$ cat src/rtl/rggen_bus_if.sv
// Register bus between an initiator and a slave.
// Master drives the request fields; slave returns ready, status and read data.
interface rggen_bus_if #(
  parameter int ADDRESS_WIDTH = 16,
  parameter int BUS_WIDTH     = 32
);
  logic                     valid;
  logic [ADDRESS_WIDTH-1:0] address;
  logic                     write;
  logic [BUS_WIDTH-1:0]     write_data;
  logic [BUS_WIDTH/8-1:0]   strobe;
  logic                     ready;
  logic [1:0]               status;
  logic [BUS_WIDTH-1:0]     read_data;

  modport master (
    output valid,
    output address,
    output write,
    output write_data,
    output strobe,
    input  ready,
    input  status,
    input  read_data
  );

  modport slave (
    input  valid,
    input  address,
    input  write,
    input  write_data,
    input  strobe,
    output ready,
    output status,
    output read_data
  );
endinterface

$ cat src/rtl/rggen_bus_initiator.sv
// Single-outstanding command/response bridge onto the register bus.
// Counts slave wait cycles and returns them with the response.
module rggen_bus_initiator #(
  parameter int ADDRESS_WIDTH = 16,
  parameter int BUS_WIDTH     = 32,
  parameter int WAIT_WIDTH    = 8
) (
  input  logic                     i_clk,
  input  logic                     i_rst_n,
  input  logic                     i_cmd_valid,
  output logic                     o_cmd_ready,
  input  logic [ADDRESS_WIDTH-1:0] i_cmd_address,
  input  logic                     i_cmd_write,
  input  logic [BUS_WIDTH-1:0]     i_cmd_write_data,
  input  logic [BUS_WIDTH/8-1:0]   i_cmd_strobe,
  output logic                     o_rsp_valid,
  input  logic                     i_rsp_ready,
  output logic [1:0]               o_rsp_status,
  output logic [BUS_WIDTH-1:0]     o_rsp_read_data,
  output logic [WAIT_WIDTH-1:0]    o_rsp_wait_cycles,
  rggen_bus_if.master              bus_if
);

  typedef enum logic [1:0] {
    IDLE     = 2'd0,
    REQUEST  = 2'd1,
    RESPONSE = 2'd2
  } state_e;

  localparam logic [WAIT_WIDTH-1:0] WAIT_MAX = '1;

  state_e                   state_q, state_d;
  logic                     cmd_ready_q, cmd_ready_d;
  logic                     bus_valid_q, bus_valid_d;
  logic                     rsp_valid_q, rsp_valid_d;
  logic [ADDRESS_WIDTH-1:0] address_q, address_d;
  logic                     write_q, write_d;
  logic [BUS_WIDTH-1:0]     wdata_q, wdata_d;
  logic [BUS_WIDTH/8-1:0]   strobe_q, strobe_d;
  logic [1:0]               status_q, status_d;
  logic [BUS_WIDTH-1:0]     rdata_q, rdata_d;
  logic [WAIT_WIDTH-1:0]    rsp_wait_q, rsp_wait_d;
  logic [WAIT_WIDTH-1:0]    wait_q, wait_d;

  always_comb begin
    state_d     = state_q;
    cmd_ready_d = cmd_ready_q;
    bus_valid_d = bus_valid_q;
    rsp_valid_d = rsp_valid_q;
    address_d   = address_q;
    write_d     = write_q;
    wdata_d     = wdata_q;
    strobe_d    = strobe_q;
    status_d    = status_q;
    rdata_d     = rdata_q;
    rsp_wait_d  = rsp_wait_q;
    wait_d      = wait_q;
    unique case (1'b1)
      (state_q == IDLE): begin
        if (i_cmd_valid) begin
          address_d   = i_cmd_address;
          write_d     = i_cmd_write;
          wdata_d     = i_cmd_write_data;
          strobe_d    = i_cmd_strobe;
          wait_d      = '0;
          cmd_ready_d = 1'b0;
          bus_valid_d = 1'b1;
          state_d     = REQUEST;
        end
      end
      (state_q == REQUEST): begin
        if (bus_if.ready) begin
          status_d    = bus_if.status;
          rdata_d     = write_q ? '0 : bus_if.read_data;
          rsp_wait_d  = wait_q;
          bus_valid_d = 1'b0;
          rsp_valid_d = 1'b1;
          state_d     = RESPONSE;
        end else if (wait_q != WAIT_MAX) begin
          wait_d = wait_q + 1'b1;
        end
      end
      (state_q == RESPONSE): begin
        if (i_rsp_ready) begin
          rsp_valid_d = 1'b0;
          cmd_ready_d = 1'b1;
          state_d     = IDLE;
        end
      end
      default: begin
        cmd_ready_d = 1'b1;
        bus_valid_d = 1'b0;
        rsp_valid_d = 1'b0;
        state_d     = IDLE;
      end
    endcase
  end

  always_ff @(posedge i_clk or negedge i_rst_n) begin
    if (!i_rst_n) begin
      state_q     <= IDLE;
      cmd_ready_q <= 1'b1;
      bus_valid_q <= 1'b0;
      rsp_valid_q <= 1'b0;
      address_q   <= '0;
      write_q     <= 1'b0;
      wdata_q     <= '0;
      strobe_q    <= '0;
      status_q    <= '0;
      rdata_q     <= '0;
      rsp_wait_q  <= '0;
      wait_q      <= '0;
    end else begin
      state_q     <= state_d;
      cmd_ready_q <= cmd_ready_d;
      bus_valid_q <= bus_valid_d;
      rsp_valid_q <= rsp_valid_d;
      address_q   <= address_d;
      write_q     <= write_d;
      wdata_q     <= wdata_d;
      strobe_q    <= strobe_d;
      status_q    <= status_d;
      rdata_q     <= rdata_d;
      rsp_wait_q  <= rsp_wait_d;
      wait_q      <= wait_d;
    end
  end

  assign o_cmd_ready       = cmd_ready_q;
  assign o_rsp_valid       = rsp_valid_q;
  assign o_rsp_status      = status_q;
  assign o_rsp_read_data   = rdata_q;
  assign o_rsp_wait_cycles = rsp_wait_q;

  assign bus_if.valid      = bus_valid_q;
  assign bus_if.address    = address_q;
  assign bus_if.write      = write_q;
  assign bus_if.write_data = wdata_q;
  assign bus_if.strobe     = strobe_q;

endmodule
$ cat src/flat_wrapper.sv
// flat-port wrapper written by rule: the top's interface ports become plain ports
module rggen_bus_initiator_flat 
#(
  parameter int ADDRESS_WIDTH = 16,
  parameter int BUS_WIDTH     = 32,
  parameter int WAIT_WIDTH    = 8
)
  (i_clk, i_rst_n, i_cmd_valid, o_cmd_ready, i_cmd_address, i_cmd_write, i_cmd_write_data, i_cmd_strobe, o_rsp_valid, i_rsp_ready, o_rsp_status, o_rsp_read_data, o_rsp_wait_cycles, bus_if_valid, bus_if_address, bus_if_write, bus_if_write_data, bus_if_strobe, bus_if_ready, bus_if_status, bus_if_read_data);
  rggen_bus_if #(.ADDRESS_WIDTH(ADDRESS_WIDTH), .BUS_WIDTH(BUS_WIDTH)) bus_if_i ();
  input  logic i_clk;
  input  logic i_rst_n;
  input  logic i_cmd_valid;
  output logic o_cmd_ready;
  input  logic [ADDRESS_WIDTH-1:0] i_cmd_address;
  input  logic i_cmd_write;
  input  logic [BUS_WIDTH-1:0] i_cmd_write_data;
  input  logic [BUS_WIDTH/8-1:0] i_cmd_strobe;
  output logic o_rsp_valid;
  input  logic i_rsp_ready;
  output logic [1:0] o_rsp_status;
  output logic [BUS_WIDTH-1:0] o_rsp_read_data;
  output logic [WAIT_WIDTH-1:0] o_rsp_wait_cycles;
  output wire logic [$bits(bus_if_i.valid)-1:0] bus_if_valid;
  output wire logic [$bits(bus_if_i.address)-1:0] bus_if_address;
  output wire logic [$bits(bus_if_i.write)-1:0] bus_if_write;
  output wire logic [$bits(bus_if_i.write_data)-1:0] bus_if_write_data;
  output wire logic [$bits(bus_if_i.strobe)-1:0] bus_if_strobe;
  input wire logic [$bits(bus_if_i.ready)-1:0] bus_if_ready;
  input wire logic [$bits(bus_if_i.status)-1:0] bus_if_status;
  input wire logic [$bits(bus_if_i.read_data)-1:0] bus_if_read_data;
  assign bus_if_valid = bus_if_i.valid;
  assign bus_if_address = bus_if_i.address;
  assign bus_if_write = bus_if_i.write;
  assign bus_if_write_data = bus_if_i.write_data;
  assign bus_if_strobe = bus_if_i.strobe;
  assign bus_if_i.ready = bus_if_ready;
  assign bus_if_i.status = bus_if_status;
  assign bus_if_i.read_data = bus_if_read_data;
  rggen_bus_initiator #(.ADDRESS_WIDTH(ADDRESS_WIDTH), .BUS_WIDTH(BUS_WIDTH), .WAIT_WIDTH(WAIT_WIDTH)) u_core (.i_clk(i_clk), .i_rst_n(i_rst_n), .i_cmd_valid(i_cmd_valid), .o_cmd_ready(o_cmd_ready), .i_cmd_address(i_cmd_address), .i_cmd_write(i_cmd_write), .i_cmd_write_data(i_cmd_write_data), .i_cmd_strobe(i_cmd_strobe), .o_rsp_valid(o_rsp_valid), .i_rsp_ready(i_rsp_ready), .o_rsp_status(o_rsp_status), .o_rsp_read_data(o_rsp_read_data), .o_rsp_wait_cycles(o_rsp_wait_cycles), .bus_if(bus_if_i));
endmodule
$ cat config.mk
export PLATFORM = sky130hd
export DESIGN_NAME = rggen_bus_initiator_flat
export DESIGN_NICKNAME = d
export VERILOG_FILES = /design/src/rtl/rggen_bus_if.sv /design/src/rtl/rggen_bus_initiator.sv /design/src/flat_wrapper.sv
export SDC_FILE = /design/constraint.sdc
export NUM_CORES = 1
export LEC_CHECK = 0
export ABC_AREA = 1
export CAP_MARGIN = 20
export CORE_MARGIN = 1.5
export CORE_UTILIZATION = 42
export CTS_CLUSTER_SIZE = 14
export DETAILED_ROUTE_END_ITERATION = 12
export PLACE_DENSITY = 0.76
export REMOVE_ABC_BUFFERS = 1
export SLEW_MARGIN = 25
export SYNTH_ARGS = -nofsm -noshare
export SYNTH_HDL_FRONTEND = slang
export SYNTH_SLANG_ARGS = --single-unit
$ cat constraint.sdc
create_clock -name i_clk -period 1.6 [get_ports i_clk]
set_clock_uncertainty 0.15 [all_clocks]
set_input_delay 0.24 -clock i_clk [delete_from_list [all_inputs] [get_ports i_clk]]
set_output_delay 0.24 -clock i_clk [all_outputs]
set_load 0.02 [all_outputs]
# After elaboration in Yosys (flattened, before gate mapping)
# Cells that the tools add are included.
# word_totals
register_bits,108
latch_bits,0
ramBits,0
inputBits,92
memories,0
rom_bits,0
word_cells,51
# op_classes
addsub,1
reduce_logical,9
bitwise,3
eq_ne,8
div,0
n_mul,0
n_mux,18
n_lt_le_gt_ge,0
n_shift,0
# ops
operator,n
2-to-1 mux 32 bit,1
2-to-1 mux 8 bit,3
case mux 8 bit (2 select lines),1
AND reduction 3 bit,4
"!= test 2 bit, second input constant",5
case mux 1 bit (3 select lines),3
"adder 8 x 1 -> 8 bit, second input constant",1
"!= test 8 bit, second input constant",1
2-to-1 mux 1 bit,6
2-to-1 mux 2 bit,3
case mux 2 bit (3 select lines),1
AND reduction 2 bit,2
AND reduction 4 bit,1
NOT 1 bit,3
"equality test 2 x 1 -> 1 bit, second input constant",1
"equality test 2 bit, second input constant",1
zero test 2 bit,1
nonzero test 2 bit,1

# Logic depth before layout (Yosys ltp)
# depth
ltp_word,4
depth_mapped,9
ltp_nobuf,7

# Least setup slack after synthesis
# OpenSTA, ideal clock, no wires.
# synth_timing
path_type,register to register
from,register u_core.wait_q[0]
to,register u_core.wait_q[0]
path_slack_ns,0.165
stages_incl_launch_ff,8
required_ns,1.322
period_less_slack_ns,1.435
t_arrival_ns,1.158
path_cell_list,dfrtp_1 > ha_1 > nand2_1 > nor2_1 > nand2_1 > nand2_1 > nand2_1 > o21ai_0
# synth_via
elab_chain_cells,4
word_cells_on_any_way,7
classes_between,1 x add/sub; 2 x eq/ne; 3 x mux; 1 x reduce/logical
# synth_lines
element,line,text
from (decl),rggen_bus_initiator.sv:43,"logic [WAIT_WIDTH-1:0] wait_q, wait_d;"
from (signal assigned),rggen_bus_initiator.sv:125,wait_q <= wait_d;
adder 8 x 1 -> 8 bit,rggen_bus_initiator.sv:80,wait_d = wait_q + 1'b1;
2-to-1 mux 8 bit,rggen_bus_initiator.sv:79,end else if (wait_q != WAIT_MAX) begin
2-to-1 mux 8 bit,rggen_bus_initiator.sv:72,if (bus_if.ready) begin
case mux 8 bit (2 select lines),rggen_bus_initiator.sv:58,unique case (1'b1)
# Several ways; a longest one is shown, not always the timed one. The select of a mux whose other input is x is not followed.
# A chain may end at the register's enable or synchronous reset.

# Worst setup path in the final report
# layout_timing
from,register u_core.cmd_ready_q (netlist: u_core.o_cmd_ready)
to,output port o_cmd_ready
# layout_lines
element,line,text
from (decl),rggen_bus_initiator.sv:33,"logic cmd_ready_q, cmd_ready_d;"
from (signal assigned),rggen_bus_initiator.sv:115,cmd_ready_q <= cmd_ready_d;
to (decl),flat_wrapper.sv:13,output logic o_cmd_ready;
# No word-level cell between the ends.

==> results.yml <==
outcome:
  run_status: "complete, no violations"
logic_synthesis:
  yosysWarnings: 0
  ys_seq_area_frac: 0.626
  ys_ff_latch: 108
  yosysUniqueCellTypes: 25
  synth_top_area_share: 0.620
  ys_top_cells_by_area: "dfrtp_1 62%, mux2_2 14%, nand2_1 9.5%, nand3_1 4.4%, buf_6 2.6%"
  synth_top_area_cell: "dfrtp_1"
  avgSynthCellArea_sq_um: 11.4
  synth_area_sq_um: 4320
  postSynthCellCount: 378
timing:
  slew_headroom: 0.740
  min_period_over_period: 0.959
  layout_setup_ws_ns: 0.0649
  finalMaxSlewViolations: 0
  final_hold_viol_count: 0
  fin_crit_ns: 1.54
  final-setup-viol-count: 0
  tightest_slew_ns: 0.391
  fmax_mhz: 651
finish:
  final_cell_mix: "108 x nand2_1, 106 x dfrtp_1, 97 x dlygate4sd2_1, 90 x clkdlybuf4s50_1, 52 x mux2_2"
  final_common_cell: "nand2_1"
  fin_area_sq_um: 6490
  fin_util: 0.658
  n_antenna_cell: 0
  fin_nets: 670
  area_growth_pct: 50.3
  drive_gt1_frac: 0.165
cts:
  clk_latency_ns: 0.35
  cts_max_path_buffers: 2
  numCtsBuffers: 9
  cts_root_buf: "clkbuf_8"
  clkSinkCount: 108
  htree_levels: 3
  cts_tree: "done"
  clk_pin_slew_ns: 0.09
critical_path:
  path_class: "flop to primary output"
  cp_num_buf_inv: 1
  start_kind: "flop"
  crit_path_cell_trace: "clkdlybuf4s15_2"
  cpMaxStageDelayCell: "dfstp_2"
  critical_path.top_delay_family: "flip-flops"
  critPathRequiredTime_ns: 1.21
  critPathMaxStageDelay_ns: 0.54
  end_kind: "primary output"
  crit_arrival_ns: 1.15
  crit_fanout: 2
placed_design:
  dpl.hpwl_microns: 7990
  portBuffers: 189
  place_worst_setup_slack_ns: -0.131
  dpl_cell_area_sq_um: 6420
  gp_congestion: 0.785
die:
  die_h_microns: 104
  io_pins: 190
  die_area_sq_um: 10900
  fp.dieW_microns: 104
  core-area_sq_um: 9860
  core.rowCount: 36
  start_util: 0.438
routing:
  dr.pass1.iters: 4
  drc_errors: 0
  vias_per_cell: 4.77
  drt_iter0_drc: 220
  met1_length_microns: 4260
  met3_length_microns: 1190
  vias: 3414
  met2_length_microns: 5210
  top_layer: "met4"
  routed_wl_microns: 10800
  wl_per_cell_microns: 15.1
  drtAntennaViolNets: 0
global_routing:
  grtUsageTotal: 0.207
  grt_pass1_vias: 3625
  grt_overflow_total: 0
  grt_first_pass_wirelength_microns: 17900
  grt_max_degree: 42
  antenna_found_initial: 0
power:
  p_per_area_nw_per_um2: 1730
  p_leak_nw: 3.18
  ir_drop_uv: 1030
run:
  maxCapViolCount: 0
min_path:
  hold_path_class: "primary input to asynchronous set/reset pin"
==> cell type report <==
type                       count  area [sq um]
fill                         846          3380
sequential                   108          2710
timing repair buffer         206          1970
multi-input combinational    238          1420
tap                          133           166
clock buffer                  12           145
inverter                      14          52.6
clock inverter                 4          25.0
==> cells in the mapped netlist <==
| master | number |
|---|---|
| nand3_2 | 1 |
| a21oi_2 | 1 |
| nand3_1 | 38 |
| o21ai_0 | 16 |
| inv_1 | 11 |
| nand2_1 | 109 |
| nor3_1 | 3 |
| nor2_4 | 2 |
| ha_1 | 1 |
| o21bai_1 | 1 |
| xor2_1 | 1 |
| buf_6 | 10 |
| inv_2 | 3 |
| o21ai_1 | 2 |
| buf_4 | 1 |
| nor2_1 | 7 |
| nand4_1 | 1 |
| mux2_2 | 52 |
| a21oi_1 | 1 |
| buf_2 | 2 |
| dfstp_2 | 1 |
| dfrtp_1 | 107 |
| nand2_2 | 1 |
| xnor2_1 | 1 |
| clkbuf_1 | 5 |
==> final timing paths <==
check	depth (start not counted)	startpoint	slack, ns	endpoint
worst max-delay path	1	u_core.o_cmd_ready	0.06	o_cmd_ready
worst min-delay path	2	i_rst_n	0.20	u_core.o_rsp_wait_cycles[3]
worst max register to register	6	u_core.wait_q[0]	0.10	u_core.wait_q[4]
worst min register to register	2	u_core.o_rsp_wait_cycles[6]	0.33	u_core.o_rsp_wait_cycles[6]
max in group asynchronous	3	i_rst_n	0.57	u_core.bus_if.address[12]
min in group i_clk	3	bus_if_read_data[12]	0.28	u_core.o_rsp_read_data[12]
==> cell families (layout without fill, tap and decap cells) <==
family,count (synthesis),after routing,share of synthesized area
flops,108,108,0.626
fa+ha+maj,1,1,0.00290
xor+xnor,2,2,0.00406
simple gates,162,162,0.159
compound gates,21,21,0.0258
mux,52,52,0.136
buf+inv,32,236,0.0467
==> registers in the layout, indices dropped and copies added (netlist names) <==
signal                    cells
u_core.bus_if.write           1
u_core.bus_if.write_data     32
u_core.o_rsp_read_data       32
u_core.bus_if.strobe          4
u_core.bus_if.address        16
u_core.o_cmd_ready            1
u_core.o_rsp_wait_cycles      8
u_core.state_q                2
u_core.o_rsp_status           2
u_core.o_rsp_valid            1
u_core.bus_if.valid           1
u_core.wait_q                 8
==> stage by stage <==
stage	std cells	total power, mW	hold WS, ns	setup TNS (ns)
3_3_place_gp	698	10.5	0.0324	-4.73
5_1_grt	715	12.0	0.207	-0.0382
3_5_place_dp	698	10.6	0.0371	-6.19
4_1_cts	715	11.4	0.188	0
2_1_floorplan	360	7.44	-0.206	-43.02
6_report	715	11.3	0.197	0
==> report_power, final <==
| part | leakage (nW) | total [mW] | internal, mW | switching [mW] |
|---|---|---|---|---|
| registers | 1.35 | 4.38 | 3.83 | 0.545 |
| clock network | 0.0824 | 1.48 | 0.606 | 0.878 |
| logic | 1.75 | 5.39 | 2.35 | 3.04 |
==> timing repair <==
item / CTS / global route
gates cloned: 0 / 0
hold endpoints to repair: 85 / 0
gates resized for setup: 100 / 5
buffers inserted: 0 / 0
hold buffers: 1 / 0
endpoints found under the setup margin: 98 / 18
==> routing by layer <==
| metal | global-route usage | up-vias |
|---|---|---|
| li1 | - | 1637 |
| met4 | 0.0764 | 0 |
| met1 | 0.238 | 1619 |
| met2 | 0.339 | 144 |
| met5 | 0 | - |
| met3 | 0.0952 | 14 |
Power figures use the tool's default switching activity.
